--- config.mk ---
export PLATFORM = sky130hd
export DESIGN_NAME = histogram_accumulator
export DESIGN_NICKNAME = d
export VERILOG_FILES = /design/src/rtl/histogram_accumulator.sv
export SDC_FILE = /design/constraint.sdc
export NUM_CORES = 1
export LEC_CHECK = 0
export ABC_AREA = 1
export BUFFER_PORTS_ARGS = -buffer_cell sky130_fd_sc_hd__buf_2
export CAP_MARGIN = 20
export CORE_ASPECT_RATIO = 1.2
export CORE_MARGIN = 2
export CORE_UTILIZATION = 55
export DETAILED_ROUTE_END_ITERATION = 10
export HOLD_SLACK_MARGIN = 0.08
export PLACE_DENSITY = 0.78
export REMOVE_ABC_BUFFERS = 1
export SLEW_MARGIN = 20
export SYNTH_ARGS = -nofsm -noshare
export SYNTH_HDL_FRONTEND = slang
export SYNTH_SLANG_ARGS = --single-unit
--- constraint.sdc ---
create_clock -name clk -period 4.4 [get_ports clk]
set_input_delay 0.88 -clock clk [delete_from_list [all_inputs] [get_ports clk]]
set_output_delay 0.88 -clock clk [all_outputs]
set_load 0.05 [all_outputs]
--- src/rtl/histogram_accumulator.sv ---
// Streaming histogram front end: read-increment-write on RAM port A, with forwarding so repeated bins count correctly.
// Latency: pixel sampled at edge n -> read request n+1, write n+3, frame_done in cycle n+4 after the last pixel.
// Backpressure: none; one pixel per clock, and pixels offered while unarmed or after a full frame are dropped.
module histogram_accumulator #(
    parameter int PIXEL_WIDTH  = 8,
    parameter int IMAGE_WIDTH  = 640,
    parameter int IMAGE_HEIGHT = 480,
    parameter int COLOR_RANGE  = 256,
    localparam int TOTAL_PIXEL   = IMAGE_WIDTH * IMAGE_HEIGHT,
    // Bit counts needed to hold TOTAL_PIXEL-1, COLOR_RANGE-1 and TOTAL_PIXEL respectively
    localparam int DATA_WIDTH    = $clog2(TOTAL_PIXEL),
    localparam int ADDRESS_WIDTH = $clog2(COLOR_RANGE),
    localparam int CNT_WIDTH     = $clog2(TOTAL_PIXEL + 1)
) (
    input  logic                     clk,
    input  logic                     arst,
    input  logic                     frame_start,
    input  logic                     pixel_valid,
    input  logic [PIXEL_WIDTH-1:0]   pixel_data,
    output logic [ADDRESS_WIDTH-1:0] read_addr_A,
    output logic                     rvalid_A,
    input  logic [DATA_WIDTH-1:0]    read_data_A,
    input  logic                     dvalid_A,
    output logic [ADDRESS_WIDTH-1:0] write_addr_A,
    output logic [DATA_WIDTH-1:0]    write_data_A,
    output logic                     wvalid_A,
    output logic                     frame_done,
    output logic                     busy,
    output logic                     rd_miss
);

    localparam logic [CNT_WIDTH-1:0] FRAME_PIXELS = CNT_WIDTH'(TOTAL_PIXEL);

    logic [ADDRESS_WIDTH-1:0] pix_bin;
    assign pix_bin = pixel_data[ADDRESS_WIDTH-1:0];

    // Pixel bits above the bin address do not select a bin
    generate
        if (PIXEL_WIDTH > ADDRESS_WIDTH) begin : g_hi_bits
            logic unused_hi;
            assign unused_hi = ^pixel_data[PIXEL_WIDTH-1:ADDRESS_WIDTH];
        end
    endgenerate

    logic [CNT_WIDTH-1:0]     pix_cnt_q, pix_cnt_d;
    logic                     armed_q, armed_d;
    logic                     s1_vld_q, s1_vld_d;
    logic [ADDRESS_WIDTH-1:0] s1_bin_q, s1_bin_d;
    logic                     s2_vld_q, s2_vld_d;
    logic [ADDRESS_WIDTH-1:0] s2_bin_q, s2_bin_d;
    logic                     s3_vld_q, s3_vld_d;
    logic [ADDRESS_WIDTH-1:0] s3_bin_q, s3_bin_d;
    logic [DATA_WIDTH-1:0]    s3_dat_q, s3_dat_d;
    logic                     s4_vld_q, s4_vld_d;
    logic [ADDRESS_WIDTH-1:0] s4_bin_q, s4_bin_d;
    logic [DATA_WIDTH-1:0]    s4_dat_q, s4_dat_d;
    logic                     rd_miss_q, rd_miss_d;

    logic                     accept;
    logic                     done;
    logic [DATA_WIDTH-1:0]    base;
    logic [DATA_WIDTH-1:0]    next_cnt;

    // Frame accounting: acceptance, pixel count, arm/disarm, sticky read-miss flag
    always_comb begin
        // frame_start makes a same-cycle pixel pixel 0 of the new frame
        accept = pixel_valid && (frame_start || (armed_q && (pix_cnt_q < FRAME_PIXELS)));
        done   = armed_q && (pix_cnt_q == FRAME_PIXELS) && !s1_vld_q && !s2_vld_q && !s3_vld_q;

        pix_cnt_d = frame_start ? '0 : pix_cnt_q;
        if (accept) begin
            pix_cnt_d = pix_cnt_d + CNT_WIDTH'(1);
        end

        armed_d = armed_q;
        if (done) begin
            armed_d = 1'b0;
        end
        if (frame_start) begin
            armed_d = 1'b1;
        end

        rd_miss_d = (frame_start ? 1'b0 : rd_miss_q) | (s2_vld_q & ~dvalid_A);
    end

    // Pipeline advance with forwarding of counts not yet visible in the RAM read
    always_comb begin
        s1_vld_d = accept;
        s1_bin_d = accept ? pix_bin : s1_bin_q;
        s2_vld_d = s1_vld_q;
        s2_bin_d = s1_bin_q;

        // S3 holds the write committing this cycle; S4 the one that committed on the read edge
        if (s3_vld_q && (s3_bin_q == s2_bin_q)) begin
            base = s3_dat_q;
        end else if (s4_vld_q && (s4_bin_q == s2_bin_q)) begin
            base = s4_dat_q;
        end else begin
            base = read_data_A;
        end
        next_cnt = (&base) ? base : base + DATA_WIDTH'(1);

        s3_vld_d = s2_vld_q;
        s3_bin_d = s2_bin_q;
        s3_dat_d = s2_vld_q ? next_cnt : s3_dat_q;
        s4_vld_d = s3_vld_q;
        s4_bin_d = s3_bin_q;
        s4_dat_d = s3_dat_q;
    end

    // State registers; reset drops in-flight increments without touching the RAM
    always_ff @(posedge clk or posedge arst) begin
        if (arst) begin
            pix_cnt_q <= '0;
            armed_q   <= 1'b0;
            s1_vld_q  <= 1'b0;
            s1_bin_q  <= '0;
            s2_vld_q  <= 1'b0;
            s2_bin_q  <= '0;
            s3_vld_q  <= 1'b0;
            s3_bin_q  <= '0;
            s3_dat_q  <= '0;
            s4_vld_q  <= 1'b0;
            s4_bin_q  <= '0;
            s4_dat_q  <= '0;
            rd_miss_q <= 1'b0;
        end else begin
            pix_cnt_q <= pix_cnt_d;
            armed_q   <= armed_d;
            s1_vld_q  <= s1_vld_d;
            s1_bin_q  <= s1_bin_d;
            s2_vld_q  <= s2_vld_d;
            s2_bin_q  <= s2_bin_d;
            s3_vld_q  <= s3_vld_d;
            s3_bin_q  <= s3_bin_d;
            s3_dat_q  <= s3_dat_d;
            s4_vld_q  <= s4_vld_d;
            s4_bin_q  <= s4_bin_d;
            s4_dat_q  <= s4_dat_d;
            rd_miss_q <= rd_miss_d;
        end
    end

    assign read_addr_A  = s1_bin_q;
    assign rvalid_A     = s1_vld_q;
    assign write_addr_A = s3_bin_q;
    assign write_data_A = s3_dat_q;
    assign wvalid_A     = s3_vld_q;
    assign frame_done   = done;
    assign busy         = s1_vld_q || s2_vld_q || s3_vld_q || (armed_q && (pix_cnt_q < FRAME_PIXELS));
    assign rd_miss      = rd_miss_q;

endmodule

==> impl_metrics.toml <==
[clock_network]
cts_htree_levels = 3
cts_buffers = 9
cts_tree = "built"
clk_pin_slew_ns = 0.10
cts_resized = 0
ctsHoldBuffers = 0
clkSinkCount = 95
clockRootBuffer = "clkbuf_8"
cts_setup_buffers = 0
clock_latency_ns = 0.38
cts_buffer_depth = 2

[floorplan]
die_area_um2 = 9654
coreArea_um2 = 8611
die_h_um = 107.2
start_util_pct = 56.73
chipWidth_um = 90.03
io_pins = 72
fp-row-count = 37

[synthesis]
synth.area.top_cells = "dfrtp_1, nand2_1, inv_1"
postSynthAreaPerCell_um2 = 7.982
yosys_register_bits = 95
synth.top_cell.area_share_pct = 48.67
yosys.area.top_type = "dfrtp_1"
yosysWarnings = 0
synth_cells = 612
synthesis.area_um2 = 4885
synth.distinct_cells = 39
ys_seq_area_share_pct = 48.67

[worst_hold_path]
hold_path_class = "register to register"
min_path_cells = 0

[routing]
drtIter0Drc = 231
wirelength_um = 10320
drc = 0
drt-vias-per-instance = 5.019
via_count = 4040
first_pass_iters = 4
wl_per_cell_um = 12.82
postRouteAntennaNets = 0

[worst_setup_path]
worstSetupStartpointType = "register"
cp_max_fo = 25
arrival_ns = 2.65
critPathKind = "register to output pin"
end_kind = "output pin"
cp.required_ns = 3.52
worst-r2r-cell-count = 17

[global_route]
overflow = 0
grt_usage_pct = 23.08
grt_pass1_wl_um = 17920
grt_start_max_net_pins = 54
antenna_found_initial = 0
grt_pass1_vias = 3959

[sta]
finalHoldViolations = 0
timing.fmax_mhz = 283.0
layout_setup_ws_ns = 0.8661
rsz0062_at_grt = "no"
setup_tns_ns = 0
slew_viol_final = 0
period_share_pct = 80.32
period_minus_slack_ns = 3.534
worstMarginPinSlew_ns = 0.8950
relSlewSlack_pct = 40.26
setup_viol = 0
fin_skew_ns = 0.01105

[power_and_ir_drop]
power_leakage_nw = 2.915
power_density_nw_per_um2 = 357.7
p_total_w = 0.001981
ir_worst_vdd_v = 0.0003156

[cells_and_area]
num-fill-cells = 784
layout_commonest_cell = "nand2_1"
drive_gt1_share_pct = 19.33
multiInputGateArea_um2 = 2076
n_antenna_cell = 0
nets = 716
final_cell_mix = "nand2_1, dfrtp_1, inv_1"
register_area_um2 = 2377
synthToLayoutAreaGrowth_pct = 13.37

[outcome]
status = "finished, final reports clean"

[place]
dpl.hpwl_um = 7560
port_buffers = 71
pre_cts_slack_ns = 1.178
routabilityCongestion = 0.9219

[job]
max-cap-violations = 0
-- final cells by class --
class | count | area share [%]
Tap cell | 117 | 2.643
Clock inverter | 6 | 1.356
Sequential cell | 95 | 42.93
Inverter | 90 | 6.145
Multi-Input combinational cell | 412 | 37.48
Clock buffer | 10 | 2.485
Timing Repair Buffer | 75 | 6.959
-- per-layer routing --
metal  vias up  wire [um]  GRT usage [%]
met2        83       5326          40.71
met4         0        146          7.802
met1      1900       4473          28.57
li1       2042          -              -
met5         -          0              0
met3        15        371          4.498
-- cell families after synthesis --
family	synth area share, %
adders and majority gates	0.2561
AOI/OAI and AO/OA	2.869
DFF	48.67
xor gates and xnor gates	4.841
buffers and inverters	8.837
and+or+nand+nor	34.53
-- synthesized netlist by cell type (all sizes together) --
cell,number
and2,1
xor2,18
nand3,52
nand4,14
buf,11
nor3,7
ha,1
clkinv,4
o21ai,17
dfrtp,95
xnor2,9
nor4,4
a31oi,3
nand2,201
a21oi,3
inv,86
or2,5
o22ai,1
clkbuf,4
a21boi,1
nand3b,15
nor2,60
-- critical path: stages (launching register included) --
cell      delay (ns)
dfrtp_1         0.84
clkinv_1        0.75
nand3_1         0.24
nor4_1          0.07
nand3_1         0.11
inv_1           0.05
buf_2           0.20
-- power by group --
| part | switching (W) | internal (W) |
|---|---|---|
| clock network | 0.000327 | 0.000287 |
| registers | 0.0000536 | 0.000944 |
| logic | 0.000273 | 0.0000968 |
-- registers in the layout, indices dropped and copies added (netlist names), 8 cells and up --
signal	flops
read_addr_A	8
s4_dat_q	19
write_data_A	19
s2_bin_q	8
s4_bin_q	8
pix_cnt_q	19
write_addr_A	8
-- metrics by stage --
| step | hold WS, ns | cells | instance area, um2 | util [%] |
|---|---|---|---|---|
| after floorplan | 0.3726 | 597 | 4792 | - |
| after global placement | 0.3738 | 789 | 5325 | 61.84 |
| after detailed placement | 0.3835 | 789 | 5325 | 61.84 |
| after CTS | 0.4075 | 805 | 5538 | 64.31 |
| after global routing | 0.4206 | 805 | 5538 | 64.31 |
| final | 0.4048 | 805 | 5538 | 64.31 |
-- path summary, 6_finish.rpt --
check,from,to,slack [ns]
hold / removal,read_addr_A[6],s2_bin_q[6],0.40
setup reg to reg,s2_bin_q[7],write_data_A[8],1.20
setup / recovery,s2_vld_q,frame_done,0.87
hold reg to reg,read_addr_A[6],s2_bin_q[6],0.40
max in group asynchronous,arst,write_data_A[3],2.94
min in group asynchronous,arst,write_data_A[14],0.66
No activity file was read; power rests on OpenSTA's default activity.
